[config.mk]
export PLATFORM = sky130hd
export DESIGN_NAME = prog_clk_divider
export DESIGN_NICKNAME = d
export VERILOG_FILES = /design/src/rtl/prog_clk_divider.sv
export SDC_FILE = /design/constraint.sdc
export NUM_CORES = 1
export LEC_CHECK = 0
export ABC_AREA = 1
export CORE_MARGIN = 3
export CORE_UTILIZATION = 30
export DETAILED_ROUTE_END_ITERATION = 8
export PLACE_DENSITY_LB_ADDON = 0.08
export SLEW_MARGIN = 10
export SYNTH_ARGS = -nofsm -noshare
export SYNTH_HDL_FRONTEND = slang
export SYNTH_SLANG_ARGS = --single-unit
export TNS_END_PERCENT = 100
[constraint.sdc]
create_clock -name clk -period 4.7 [get_ports clk]
set_clock_uncertainty 0.05 [all_clocks]
set_input_delay 0.94 -clock clk [delete_from_list [all_inputs] [get_ports clk]]
set_output_delay 0.94 -clock clk [all_outputs]
set_load 0.02 [all_outputs]
[src/rtl/prog_clk_divider.sv]
// Programmable clock divider with glitch-free reprogramming.
//
// A free-running counter wraps at the active terminal count D, producing a
// one-cycle tick every D+1 cycles. divided_clk either toggles on each wrap
// (50% duty, Fin/(2*(D+1))) or mirrors tick (pulse mode, Fin/(D+1)).
// New D/mode values are staged in a pending register and only take effect on
// a wrap edge (or immediately while disabled), so the output never glitches
// and the counter can never overshoot a smaller new terminal count.
//
// Ports:
//   clk          clock, all state on rising edge
//   rst          asynchronous active-high reset
//   enable       1 = count, 0 = hold idle (counter and outputs forced to 0)
//   div_value    new terminal count, sampled when div_load=1
//   div_mode     new mode (0 toggle, 1 pulse), sampled when div_load=1
//   div_load     single-cycle reprogram request
//   divided_clk  registered divided clock
//   tick         registered strobe, one cycle per wrap
//   load_pending registered, a loaded value awaits application
//   load_ack     registered strobe, a loaded value has just become active
module prog_clk_divider #(
  parameter int unsigned WIDTH       = 24,
  parameter int unsigned DEFAULT_DIV = 9999999
) (
  input  logic             clk,
  input  logic             rst,
  input  logic             enable,
  input  logic [WIDTH-1:0] div_value,
  input  logic             div_mode,
  input  logic             div_load,
  output logic             divided_clk,
  output logic             tick,
  output logic             load_pending,
  output logic             load_ack
);

  logic [WIDTH-1:0] cnt_q, cnt_d;
  logic [WIDTH-1:0] active_div_q, active_div_d;
  logic             active_mode_q, active_mode_d;
  logic [WIDTH-1:0] pend_div_q, pend_div_d;
  logic             pend_mode_q, pend_mode_d;
  logic             pend_q, pend_d;
  logic             dclk_q, dclk_d;
  logic             tick_q, tick_d;
  logic             ack_q, ack_d;

  logic wrap;
  logic apply_edge;
  logic apply_new;
  logic apply_pend;
  logic next_mode;

  always_comb begin
    cnt_d         = cnt_q;
    active_div_d  = active_div_q;
    active_mode_d = active_mode_q;
    pend_div_d    = pend_div_q;
    pend_mode_d   = pend_mode_q;
    pend_d        = pend_q;
    dclk_d        = dclk_q;
    tick_d        = 1'b0;

    wrap       = enable && (cnt_q == active_div_q);
    // Applying is safe on a wrap edge, or at any edge while idle (no wrap will come).
    apply_edge = wrap || !enable;
    // A load coinciding with an apply edge bypasses (and discards) any older pending value.
    apply_new  = div_load && apply_edge;
    apply_pend = pend_q && apply_edge && !div_load;
    ack_d      = apply_new || apply_pend;

    if (apply_new) begin
      active_div_d  = div_value;
      active_mode_d = div_mode;
      pend_d        = 1'b0;
    end else if (apply_pend) begin
      active_div_d  = pend_div_q;
      active_mode_d = pend_mode_q;
      pend_d        = 1'b0;
    end else if (div_load) begin
      pend_div_d  = div_value;
      pend_mode_d = div_mode;
      pend_d      = 1'b1;
    end

    next_mode = active_mode_d;

    if (!enable) begin
      cnt_d  = '0;
      dclk_d = 1'b0;
    end else if (wrap) begin
      cnt_d  = '0;
      tick_d = 1'b1;
      if (next_mode) begin
        dclk_d = 1'b1;
      end else if (active_mode_q) begin
        // Entering toggle mode: toggle starting from 0.
        dclk_d = 1'b1;
      end else begin
        dclk_d = ~dclk_q;
      end
    end else begin
      cnt_d = cnt_q + WIDTH'(1);
      if (active_mode_q) begin
        dclk_d = 1'b0;
      end
    end
  end

  always_ff @(posedge clk or posedge rst) begin
    if (rst) begin
      cnt_q         <= '0;
      active_div_q  <= WIDTH'(DEFAULT_DIV);
      active_mode_q <= 1'b0;
      pend_div_q    <= '0;
      pend_mode_q   <= 1'b0;
      pend_q        <= 1'b0;
      dclk_q        <= 1'b0;
      tick_q        <= 1'b0;
      ack_q         <= 1'b0;
    end else begin
      cnt_q         <= cnt_d;
      active_div_q  <= active_div_d;
      active_mode_q <= active_mode_d;
      pend_div_q    <= pend_div_d;
      pend_mode_q   <= pend_mode_d;
      pend_q        <= pend_d;
      dclk_q        <= dclk_d;
      tick_q        <= tick_d;
      ack_q         <= ack_d;
    end
  end

  assign divided_clk  = dclk_q;
  assign tick         = tick_q;
  assign load_pending = pend_q;
  assign load_ack     = ack_q;

endmodule

---- Yosys cells after proc, flatten, opt, wreduce, memory -nomap -nowiden ----
Cells that the tools add are included.
storage, ports and cells
  output and inout port bits .............. 4
  input port bits ......................... 29
  word-level logic and storage cells ...... 42
  register bits after elaboration ......... 78
operators by class
  bitwise logic cells ..................... 3
  add/subtract/negate cells ............... 1
  reduce and logical (&&, ||, !) cells .... 11
  muxes and demuxes ....................... 16
  equal/unequal tests ..................... 2
operators with widths
  operator                                       number
  2-to-1 mux 24 bit                              4
  adder 24 x 1 -> 24 bit, second input constant  1
  == test 24 bit                                 1
  2-to-1 mux 1 bit                               12
  logical AND 1 bit                              4
  != test 3 x 1 -> 1 bit, second input constant  1
  inverter 1 bit                                 3
  AND reduction 3 bit                            1
  nonzero test 3 bit                             1
  logical NOT 1 bit                              2
  logical OR 1 bit                               2
  nonzero test 2 bit                             1

---- Depth between registers and ports, before layout ----
Gate-level depths: netlist of the first run.
  word-level depth ........................ 10
  mapped depth ............................ 13
  gate-level depth less buffers ........... 12

---- Worst setup path before layout of the first run ----
OpenSTA, ideal clock, no wires.
  path type ............................... input to register
  from .................................... input div_load
  to ...................................... register active_div_q[7]
  setup slack ............................. 2.685 ns
  data arrival time ....................... 1.848 ns
  cell stages on the path ................. 8
  path buffers ............................ 3
  setup time .............................. 0.116 ns
  path through ............................ buf_2 > clkinv_1 > nand2_1 > nand2_2 > buf_6 > buf_6 > nand2_1 > nand2_1
on the way
  word-level cells in the longest chain between the ends .. 3
  elaborated cells on any way between the ends .. 5
  classes of those cells .................. 1 x mux; 4 x reduce/logical
ends and longest elaborated chain
  item                          line  RTL
  from (decl)                   30    input logic div_load,
  logical NOT 1 bit             68    apply_pend = pend_q && apply_edge && !div_load;
  logical AND 1 bit             68
  nonzero test 2 bit (no line)  --
  to (signal assigned)          112   active_div_q <= WIDTH'(DEFAULT_DIV);
  to (signal assigned)          122   active_div_q <= active_div_d;
  to (decl)                     38    logic [WIDTH-1:0] active_div_q, active_div_d;
Parallel ways exist; a longest one is shown, timed or not.
A chain may end at the register's enable or synchronous reset.

---- Worst setup path in the final report of the first run ----
  from .................................... register active_div_q[2]
  to ...................................... register active_div_q[16]
on the way
  word-level cells in the longest chain between the ends .. 6
  elaborated cells on any way between the ends .. 8
  classes of those cells .................. 1 x eq/ne; 1 x mux; 6 x reduce/logical
ends and longest elaborated chain
  item                            line  RTL
  == test 24 bit *                63    wrap = enable && (cnt_q == active_div_q);
  logical AND 1 bit *             63
  logical OR 1 bit *              65    apply_edge = wrap || !enable;
  logical AND 1 bit (2 in a row)  68
  nonzero test 2 bit (no line)    --
Every way passes the cells marked *; elsewhere a longest branch is shown, timed or not.

==> results by group, run 1 <==
CTS
  – H-tree levels: 3
  – CTS root buffer: clkbuf_16
  – CTS max path bufs: 2
  – Sink Count: 78
  – Clock Latency Late Sink: 340 ps
  – Hold Buf Count CTS: 0
  – Resized Gates After CTS: 0
  – CTS tree: yes
  – TritonCTS Buffers: 9
  – Reg clk slew, reported paths: 60 ps
  – Post-CTS Setup Repair Bufs: 0

Timing
  – Setup TNS: 0 ps
  – RSZ-0062 raised after global routing: no
  – Setup violations, final: 0
  – Worst Max-Slew Pin Slew: 954.1 ps
  – Final period util: 62.94%
  – Relative slew slack: 36.17%
  – Pins Over Slew Limit: 0
  – Final min period: 2958 ps
  – Fin. Hold Viols: 0
  – Fmax: 338.0 MHz

Critical path
  – Worst EP arrival: 3180 ps
  – CP Capture Type: flip-flop
  – Reg2reg path depth: 12
  – Crit path max fanout: 49
  – Critical Path RT: 4930 ps
  – Crit path launch type: flip-flop
  – Crit path kind: flip-flop to flip-flop

Floorplanning
  – FP Rows: 42
  – Die area: 15510 sq um
  – Initial core utilization: 31.21%
  – Die span in x: 124.5 microns
  – Die Span Y: 124.5 microns
  – # IOs: 33
  – Core area: 13510 sq um

Logic synthesis
  – Synth unique cells: 27
  – EDFF count, synth: 0
  – Top post-synthesis cells by area: dfrtp_1, nand2_1, dfstp_2
  – Gate Count Post-Synth: 616
  – Sequential area share after synthesis: 46.72%
  – Syn avg cell area: 6.843 sq um
  – Top cell type's share of synthesized area: 37.99%
  – Most used DFF post-synth: dfrtp_1
  – #FFs+latches synth: 78
  – Largest area contributor in the netlist: dfrtp_1
  – Most frequent cell after synthesis: nand2_1
  – Top cells by count, synth: nand2_1, nor2_1, inv_1
  – Mapped Area: 4215 sq um
  – Ys async rst share: 100.0%
  – Syn_nets: 646
  – Synth warn: 0

Min path
  – Worst Hold Path Cells: 2
  – Hold Path Class: flip-flop to flip-flop

Layout
  – Layout cell share with drive strength beyond 1: 7.242%
  – Layout overhead on the synthesized area: 19.56%
  – Antenna cell count: 0
  – Post-Layout Cell Count: 825
  – Design area: 5040 sq um
  – Final net count: 674

Pwr
  – Leakage power: 2.691 nW
  – Power Density: 376.7 nW/um^2
  – Peak supply drop: 0.0001593 V

Routing
  – Drt via density: 4.364
  – DRC violations left: 0
  – Drt initial violations: 239
  – Routed wire length: 10.38 mm
  – Post-DRT Antenna Nets: 0
  – Via count: 3600
  – DR WL/cell: 12.58 microns
  – DR pass1 iterations: 4

Placed design
  – Routability cong.: 0.8368
  – IO buf count: 32
  – Placed instance count: 809
  – Dpl cell area: 4677 sq um
  – Post-DP HPWL: 6.984 mm

Global route
  – Global Route Usage Sum: 14.15%
  – GRT overflow: 0
  – Initial antenna violation count: 0
  – Number of global-route vias before repair: 3411
  – Largest net degree at the start of global routing: 50
  – First-pass GRT wire length: 17.66 mm

Flow run
  – Max-cap violations: 0

Outcome
  – Status: finished, final reports clean
-- cells by family (layout without fill, tap and decap cells) --
kind of cell | after synthesis | in the layout | synth area share, %
AND/OR/NAND/NOR | 400 | 400 | 37.99
buffers and inverters | 110 | 143 | 10.72
flip-flops | 78 | 78 | 46.72
AO/OA/AOI/OAI | 16 | 16 | 1.989
XOR/XNOR | 11 | 11 | 2.285
adder cells (fa/ha/maj) | 1 | 1 | 0.2968
-- placed cells by master (no fill, tap or decap), types with 2 or more instances in the layout --
cell type and instances:
nand2_1 242, nor2_1 98, inv_1 81, dfrtp_1 64
nand3_1 36, clkdlybuf4s50_1 32, dfstp_2 14, xor2_1 10
nor3_1 10, o21ai_0 10, clkbuf_16 9, inv_2 7
nand4_1 5, nand2_2 4, a21oi_1 4, bufinv_16 4
buf_4 4, clkinv_1 2, nor3b_1 2, clkinv_2 2
-- where the power goes --
group | internal, mW | switching, mW | total (mW)
combinational | 0.0979 | 0.144 | 0.242
sequential | 0.752 | 0.0465 | 0.799
clock | 0.573 | 0.285 | 0.858
-- worst max-delay path, cell delays in order, from the launching register on --
cell	delay, ps
dfstp_2	550
inv_1	40
nand2_1	50
nand2_1	60
nor2_1	90
nand2_1	60
nor2_1	180
nand3_1	210
nand2_2	450
nand2_2	670
nor2_1	260
nand2_1	110
nand2_1	70
-- final cells by class --
type / instances / area (sq um)
Tap cell: 176 / 220.2
Clock buffer: 10 / 229.0
Inverter: 91 / 342.8
Timing Repair Buffer: 36 / 350.3
Multi-Input combinational cell: 428 / 1794
Fill cell: 1440 / 8466
Clock inverter: 6 / 133.9
Sequential cell: 78 / 1969
-- per-stage QoR --
step | setup slack, ps | power, mW | hold WS (ps) | utilization [%]
after floorplan | 1738 | 0.9763 | 391.9 | -
after global placement | 1453 | 1.054 | 403.6 | 34.63
after detailed placement | 1438 | 1.056 | 408.6 | 34.63
after CTS | 1707 | 1.932 | 424.0 | 37.32
after global routing | 1407 | 2.009 | 437.1 | 37.32
final | 1742 | 1.899 | 418.3 | 37.32
-- layer usage --
| layer | wire length, microns | share of wire, % | track usage (%) | up-vias |
|---|---|---|---|---|
| met3 | 283 | 2.7 | 2.316 | 13 |
| met1 | 5480 | 53 | 21.17 | 1630 |
| met2 | 4390 | 42 | 20.01 | 59 |
| li1 | - | - | - | 1898 |
| met5 | 0 | 0 | 0 | - |
| met4 | 226 | 2.2 | 6.125 | 0 |
-- final timing paths --
check / startpoint / end / slack, ps
worst max-delay path: active_div_q[2] / active_div_q[16] / 1740
max in group asynchronous: rst / active_div_q[1] / 2870
min in group asynchronous: rst / pend_div_q[13] / 850
worst max register to register: active_div_q[2] / active_div_q[16] / 1740
worst min register to register: pend_div_q[20] / pend_div_q[20] / 420
worst min-delay path: pend_div_q[20] / pend_div_q[20] / 420
-- flip-flops by register name, summed over array words and instances (netlist names) --
| name | cells |
|---|---|
| cnt_q | 24 |
| load_ack | 1 |
| load_pending | 1 |
| pend_div_q | 24 |
| divided_clk | 1 |
| active_div_q | 24 |
| tick | 1 |
| pend_mode_q | 1 |
| active_mode_q | 1 |
No activity file was read; power rests on OpenSTA's default activity.
==> run 2, diff against run 1 <==
clock period = 2.8 ns   (was 4.7 ns; I/O delays follow)
==> run 2 against run 1 <==
Net effect: design area increased by 1.1%; sequential cell count unchanged; setup slack worse by 1100 ps; critical path type unchanged; register-to-register slack worse by 1100 ps; worst hold slack about the same; sequential power is 68% higher; sequential share of layout area down 0.44 points; largest power group is now sequential cells; fmax grew 35%.
==> results by group, run 2 (same netlist as run 1, synthesis figures left out) <==
CTS
  – Hold Buf Count CTS: 0 (unchanged)
  – TritonCTS Buffers: 9 (unchanged)
  – CTS root buffer: clkbuf_16
  – Resized Gates After CTS: 0 (unchanged)
  – Clock Latency Late Sink: 340 ps (about the same)
  – CTS tree: yes
  – Post-CTS Setup Repair Bufs: 0 (unchanged)
  – H-tree levels: 3 (unchanged)
  – Sink Count: 78 (unchanged)
  – CTS max path bufs: 2 (unchanged)
  – Reg clk slew, reported paths: 60 ps (about the same)

Layout
  – Regs by FF count: active_div_q: 24 flops, cnt_q: 24 flops, pend_div_q: 24 flops
  – Layout overhead on the synthesized area: 20.93%
  – Final net count: 682 (+1.2%)
  – Area of the multi-input gates: 1794 sq um (unchanged)
  – Most frequent cells in the layout: nand2_1, nor2_1, inv_1
  – Design area: 5097 sq um (+1.1%)
  – Post-Route Utilization: 37.74% (+0.43 points)
  – Post-Layout Cell Count: 833 (+0.97%)
  – Layout cell share with drive strength beyond 1: 8.371% (+1.1 points)
  – Antenna cell count: 0 (unchanged)
  – Fillers: 1448 (+0.56%)
  – Flip-flop and latch area: 1969 sq um (unchanged)
  – Leading cell type in the layout, fill and taps excluded: nand2_1

Critical path
  – Worst Path Buf+Inv: 4 (+3)
  – CP Capture Type: flip-flop
  – Slowest CP cell: dfstp_2
  – Critical path, cell by cell: inv_1 > nand2_1 > nand2_1 > nor2_1 > nand2_1 > nor2_1 > nand3_1 > nand2_2 > inv_2 > buf_4 > o211ai_1 > inv_1
  – Worst EP arrival: 2360 ps (-820 ps)
  – Crit-path max cell delay: 560 ps (-110 ps)
  – Crit path max fanout: 24 (-51%)
  – Critical Path RT: 2980 ps (-1950 ps)
  – Crit path kind: flip-flop to flip-flop
  – Crit path top cell by count: nand2_1
  – CP top delay family: simple AND/OR/NAND/NOR gates
  – Crit path launch type: flip-flop

Pwr
  – Sw Ratio: 25.65% (+0.61 points)
  – Power Density: 604.3 nW/um^2 (+60%)
  – Leakage power: 2.729 nW (+1.4%)
  – Design Power: 3.080 mW (+62%)
  – Peak supply drop: 0.0003385 V (+110%)
  – Net Sw Power: 0.7902 mW (+66%)
  – Sequential share of power: 43.5% (+1.4 points)
  – Logic pwr share: 13.6% (+0.9 points)
  – Power Internal: 2.290 mW (+61%)
  – Clock power frac: 42.9% (-2.3 points)

Timing
  – Relative slew slack: 63.91% (+28 points)
  – Fin. Hold Viols: 0 (unchanged)
  – Setup violations, final: 0 (unchanged)
  – RSZ-0062 raised after global routing: no
  – Setup ws final: 612.8 ps (-1129 ps)
  – Setup TNS: 0 ps (unchanged)
  – Worst hold margin: 417.8 ps (-0.4930 ps)
  – Worst Max-Slew Pin Slew: 540.7 ps (-413.4 ps)
  – Pins Over Slew Limit: 0 (unchanged)
  – Final min period: 2187 ps (-771.0 ps)
  – Fmax: 457.2 MHz (+35%)
  – Final period util: 78.11% (+15 points)

Placed design
  – Worst slack at placement: 547.8 ps (-889.9 ps)
  – Routability cong.: 0.8254 (-1.4%)
  – Dpl cell area: 4762 sq um (+1.8%)
  – Post-DP HPWL: 7.337 mm (+5.1%)
  – IO buf count: 32 (unchanged)
  – Placed instance count: 817 (+0.99%)

Global route
  – Number of global-route vias before repair: 3525 (+3.3%)
  – First-pass GRT wire length: 17.80 mm (+0.74%)
  – Global Route Usage Sum: 14.23% (+0.082 points)
  – GRT overflow: 0 (unchanged)
  – Initial antenna violation count: 0 (unchanged)
  – Largest net degree at the start of global routing: 49 (-2.0%)

Routing
  – Drt via density: 4.363 (about the same)
  – DR WL/cell: 12.57 microns (-0.13%)
  – WL met3: 260 microns (-8.1%)
  – DR pass1 iterations: 4 (unchanged)
  – Drt initial violations: 192 (-20%)
  – M1 wire length: 5.570 mm (+1.6%)
  – Routed wire length: 10.47 mm (+0.84%)
  – Via count: 3634 (+0.94%)
  – Max Used Layer: met4
  – Post-DRT Antenna Nets: 0 (unchanged)
  – Met2 WL post-DR: 4.465 mm (+1.7%)
  – DRC violations left: 0 (unchanged)

Min path
  – Hold Path Class: flip-flop to flip-flop

Flow run
  – Max-cap violations: 0 (unchanged)

Floorplanning
  – # IOs: 33 (unchanged)
  – Initial core utilization: 31.21% (unchanged)
  – Core area: 13510 sq um (unchanged)
  – Die area: 15510 sq um (unchanged)
  – Die Span Y: 124.5 microns (unchanged)
  – Die span in x: 124.5 microns (unchanged)
  – FP Rows: 42 (unchanged)

Outcome
  – Status: finished, final reports clean
run 2: cell count changes in the layout (fill, tap and decap cells not counted):
| cell | change |
|---|---|
| buf_4 | +6 |
| clkbuf_8 | +3 |
| buf_12 | +2 |
| bufinv_16 | -2 |
| clkinv_4 | -1 |
run 2: cell type report:
cell class / instances / area share (%)
Multi-Input combinational cell: 428 / 35.20
Tap cell: 176 / 4.320
Timing Repair Buffer: 44 / 8.542
Sequential cell: 78 / 38.64
Clock inverter: 3 / 1.276
Clock buffer: 13 / 5.302
Inverter: 91 / 6.726
run 2: path summary, 6_finish.rpt:
kind                                  from               end  slack, ps  depth (start not counted)
hold / removal              pend_div_q[12]    pend_div_q[12]        420                          2
hold reg to reg             pend_div_q[12]    pend_div_q[12]        420                          2
max in group asynchronous              rst  active_div_q[15]       1500                          3
setup reg to reg           active_div_q[2]         cnt_q[10]        610                         12
min in group asynchronous              rst    pend_div_q[13]        520                          2
setup / recovery           active_div_q[2]         cnt_q[10]        610                         12
run 2: worst reg2reg max path, delay by kind of cell (launching register included):
| kind | cells | cell delay, ps |
|---|---|---|
| AOI/OAI and AO/OA | 1 | 140 |
| buffers and inverters | 4 | 500 |
| DFF | 1 | 560 |
| and+or+nand+nor | 7 | 820 |
run 2: power groups by stage:
stage,clock (mW),sequential [mW],combinational [mW]
2_1_floorplan,0,1.34,0.300
3_3_place_gp,0,1.36,0.426
3_5_place_dp,0,1.36,0.426
4_1_cts,1.36,1.34,0.429
5_1_grt,1.41,1.36,0.496
6_report,1.32,1.34,0.418
run 2: routing by layer:
metal  GRT usage [%]  vias up
met2           20.77       42
met1           20.49     1672
met4           6.383        0
li1                -     1912
met5               0        -
met3           2.530        8
==> run 3, diff against run 2 <==
clock period = 2 ns   (was 2.8 ns; I/O delays follow)
==> run 3 against run 2 <==
Net effect: wire length increased by 3.8%; core utilization up 2.3 points; fmax rose by 17%; highest routed layer unchanged; largest cell class unchanged; register-to-register slack worse by 480 ps.
==> results by group, run 3 (same netlist as run 1, synthesis figures left out) <==
Routing
  – DRC violations left: 0 (unchanged)
  – Via count: 3805 (+4.7%)
  – Routed wire length: 10.87 mm (+3.8%)
  – Drt via density: 4.445 (+1.9%)
  – DR WL/cell: 12.69 microns (+1.0%)
  – Drt initial violations: 199 (+3.6%)
  – DR pass1 iterations: 7 (+3)
  – Post-DRT Antenna Nets: 0 (unchanged)

Pwr
  – Power Density: 770.9 nW/um^2 (+28%)
  – Clock power frac: 38.4% (-4.5 points)
  – Leakage power: 2.876 nW (+5.4%)
  – Sw Ratio: 27.69% (+2.0 points)
  – Peak supply drop: 0.0003895 V (+15%)
  – Design Power: 4.168 mW (+35%)
  – Net Sw Power: 1.154 mW (+46%)
  – Power Internal: 3.014 mW (+32%)
  – Sequential share of power: 45.1% (+1.6 points)
  – Logic pwr share: 16.5% (+2.9 points)

Critical path
  – Crit path max fanout: 8 (-67%)
  – Worst EP arrival: 2100 ps (-260 ps)
  – Reg2reg setup slack: 130 ps (-480 ps)
  – FF-to-FF Start: active_div_q[12]
  – Critical Path RT: 2230 ps (-750 ps)
  – Slowest CP cell: dfstp_2
  – CP top delay family: simple AND/OR/NAND/NOR gates
  – Worst Path Buf+Inv: 4 (unchanged)
  – Crit-path max cell delay: 580 ps (+20 ps)
  – CP Capture Type: flip-flop
  – Crit path kind: flip-flop to flip-flop
  – Crit path top cell by count: nand2_1
  – Critical path, cell by cell: inv_2 > nand2_2 > nand2_2 > nor2_4 > nand2_1 > nor2_2 > nand3_2 > nand2_4 > buf_6 > inv_6 > nand2_8 > clkbuf_16 > nand2_1 > nand2_1
  – Crit path launch type: flip-flop
  – Reg2reg path depth: 14 (+2)
  – RR Endpoint: pend_div_q[11]

Min path
  – Worst Hold Path Cells: 2 (unchanged)
  – Hold EP: pend_div_q[0]
  – Hold_sp: pend_div_q[0]
  – Hold Path Class: flip-flop to flip-flop

Timing
  – Fin. Hold Viols: 0 (unchanged)
  – Relative slew slack: 70.74% (+6.8 points)
  – Fmax: 535.0 MHz (+17%)
  – Final min period: 1869 ps (-318.1 ps)
  – Worst Max-Slew Pin Slew: 438.9 ps (-101.8 ps)
  – Setup ws final: 130.9 ps (-481.9 ps)
  – RSZ-0062 raised after global routing: no
  – Setup violations, final: 0 (unchanged)
  – Pins Over Slew Limit: 0 (unchanged)
  – Final period util: 93.46% (+15 points)

Layout
  – Layout cell share with drive strength beyond 1: 13.97% (+5.6 points)
  – Layout overhead on the synthesized area: 28.26%
  – Post-Route Utilization: 40.03% (+2.3 points)
  – Fillers: 1428 (-1.4%)
  – Post-Layout Cell Count: 856 (+2.8%)
  – Design area: 5406 sq um (+6.1%)
  – Leading cell type in the layout, fill and taps excluded: nand2_1
  – Antenna cell count: 0 (unchanged)
  – Area of the multi-input gates: 1864 sq um (+3.9%)
  – Regs by FF count: active_div_q: 24 flops, cnt_q: 24 flops, pend_div_q: 24 flops
  – Final net count: 705 (+3.4%)
  – Flip-flop and latch area: 1972 sq um (+0.13%)
  – Most frequent cells in the layout: nand2_1, nor2_1, inv_1

Floorplanning
  – Initial core utilization: 31.21% (unchanged)
  – Die area: 15510 sq um (unchanged)
  – Die Span Y: 124.5 microns (unchanged)
  – FP Rows: 42 (unchanged)
  – # IOs: 33 (unchanged)
  – Core area: 13510 sq um (unchanged)
  – Die span in x: 124.5 microns (unchanged)

Global route
  – Largest net degree at the start of global routing: 79 (+61%)
  – GRT overflow: 0 (unchanged)
  – First-pass GRT wire length: 18.33 mm (+3.0%)
  – Number of global-route vias before repair: 3631 (+3.0%)
  – Global Route Usage Sum: 14.52% (+0.28 points)
  – Initial antenna violation count: 0 (unchanged)

CTS
  – Reg clk slew, reported paths: 60 ps (about the same)
  – TritonCTS Buffers: 9 (unchanged)
  – Sink Count: 78 (unchanged)
  – Hold Buf Count CTS: 0 (unchanged)
  – Clock Latency Late Sink: 340 ps (about the same)
  – CTS max path bufs: 2 (unchanged)
  – H-tree levels: 3 (unchanged)
  – CTS root buffer: clkbuf_16
  – CTS tree: yes

Placed design
  – Dpl cell area: 4950 sq um (+3.9%)
  – Routability cong.: 0.8726 (+5.7%)
  – Placed instance count: 835 (+2.2%)
  – Post-DP HPWL: 7.711 mm (+5.1%)
  – Worst slack at placement: -22.21 ps (-570.0 ps)
  – IO buf count: 32 (unchanged)

Flow run
  – Max-cap violations: 0 (unchanged)

Outcome
  – Status: finished, final reports clean
-- run 3: cell count changes in the layout (fill, tap and decap cells not counted), sizes merged --
cell      change
buf          +21
bufinv        -2
clkbuf        +2
clkinvlp      +2
-- run 3: worst reg2reg max path: cells and delay by family (launching register included) --
kind,cells,cell delay (ps)
buffers and inverters,4,360
DFF,1,580
and+or+nand+nor,10,840
-- run 3: worst max path at each step --
stage	from	end	slack, ps	cells after the start
finish	active_div_q[12]	pend_div_q[11]	130	14
global route	active_div_q[12]	pend_div_q[20]	0.9	14
CTS	active_div_q[10]	pend_div_q[16]	10	14
global placement	active_div_q[12]	cnt_q[10]	-4	13
detailed placement	active_div_q[12]	pend_mode_q	-20	13
floorplan	cnt_q[0]	cnt_q[16]	300	10
-- run 3: area by class of cell --
cell class | instances | area share (%)
multi-input cells | 428 | 34.48
clock inverters | 3 | 0.3240
well taps | 176 | 4.073
clock buffers | 13 | 4.999
flip-flops and latches | 78 | 36.47
repair buffers | 67 | 13.17
inverters | 91 | 6.480
-- run 3: repair_timing --
| action | CTS | global route |
|---|---|---|
| endpoints found under the setup margin | 40 | 71 |
| resized for setup | 2 | 27 |
| setup buffers | 1 | 2 |
| pin swaps | 2 | 15 |
| cloned | 0 | 2 |
-- run 3: per-stage QoR --
stage / hold slack, ps / setup TNS [ps]
after global placement: 405.1 / -16.20
after global routing: 434.9 / 0
after CTS: 423.7 / 0
after detailed placement: 408.3 / -261.9
final: 419.5 / 0
after floorplan: 391.9 / 0
-- run 3: metal layers --
layer	share of wire (%)	track usage [%]
met1	51	20.89
met2	44	21.88
met3	2.8	2.358
met4	2.0	5.545
met5	0	0
-- run 3: power groups by stage --
stage               combinational, mW  sequential, mW  clock (mW)
floorplan                       0.421            1.87           0
global placement                0.640            1.90           0
detailed placement              0.641            1.90           0
CTS                             0.650            1.88        1.66
global route                    0.796            1.90        1.72
finish                          0.687            1.88        1.60
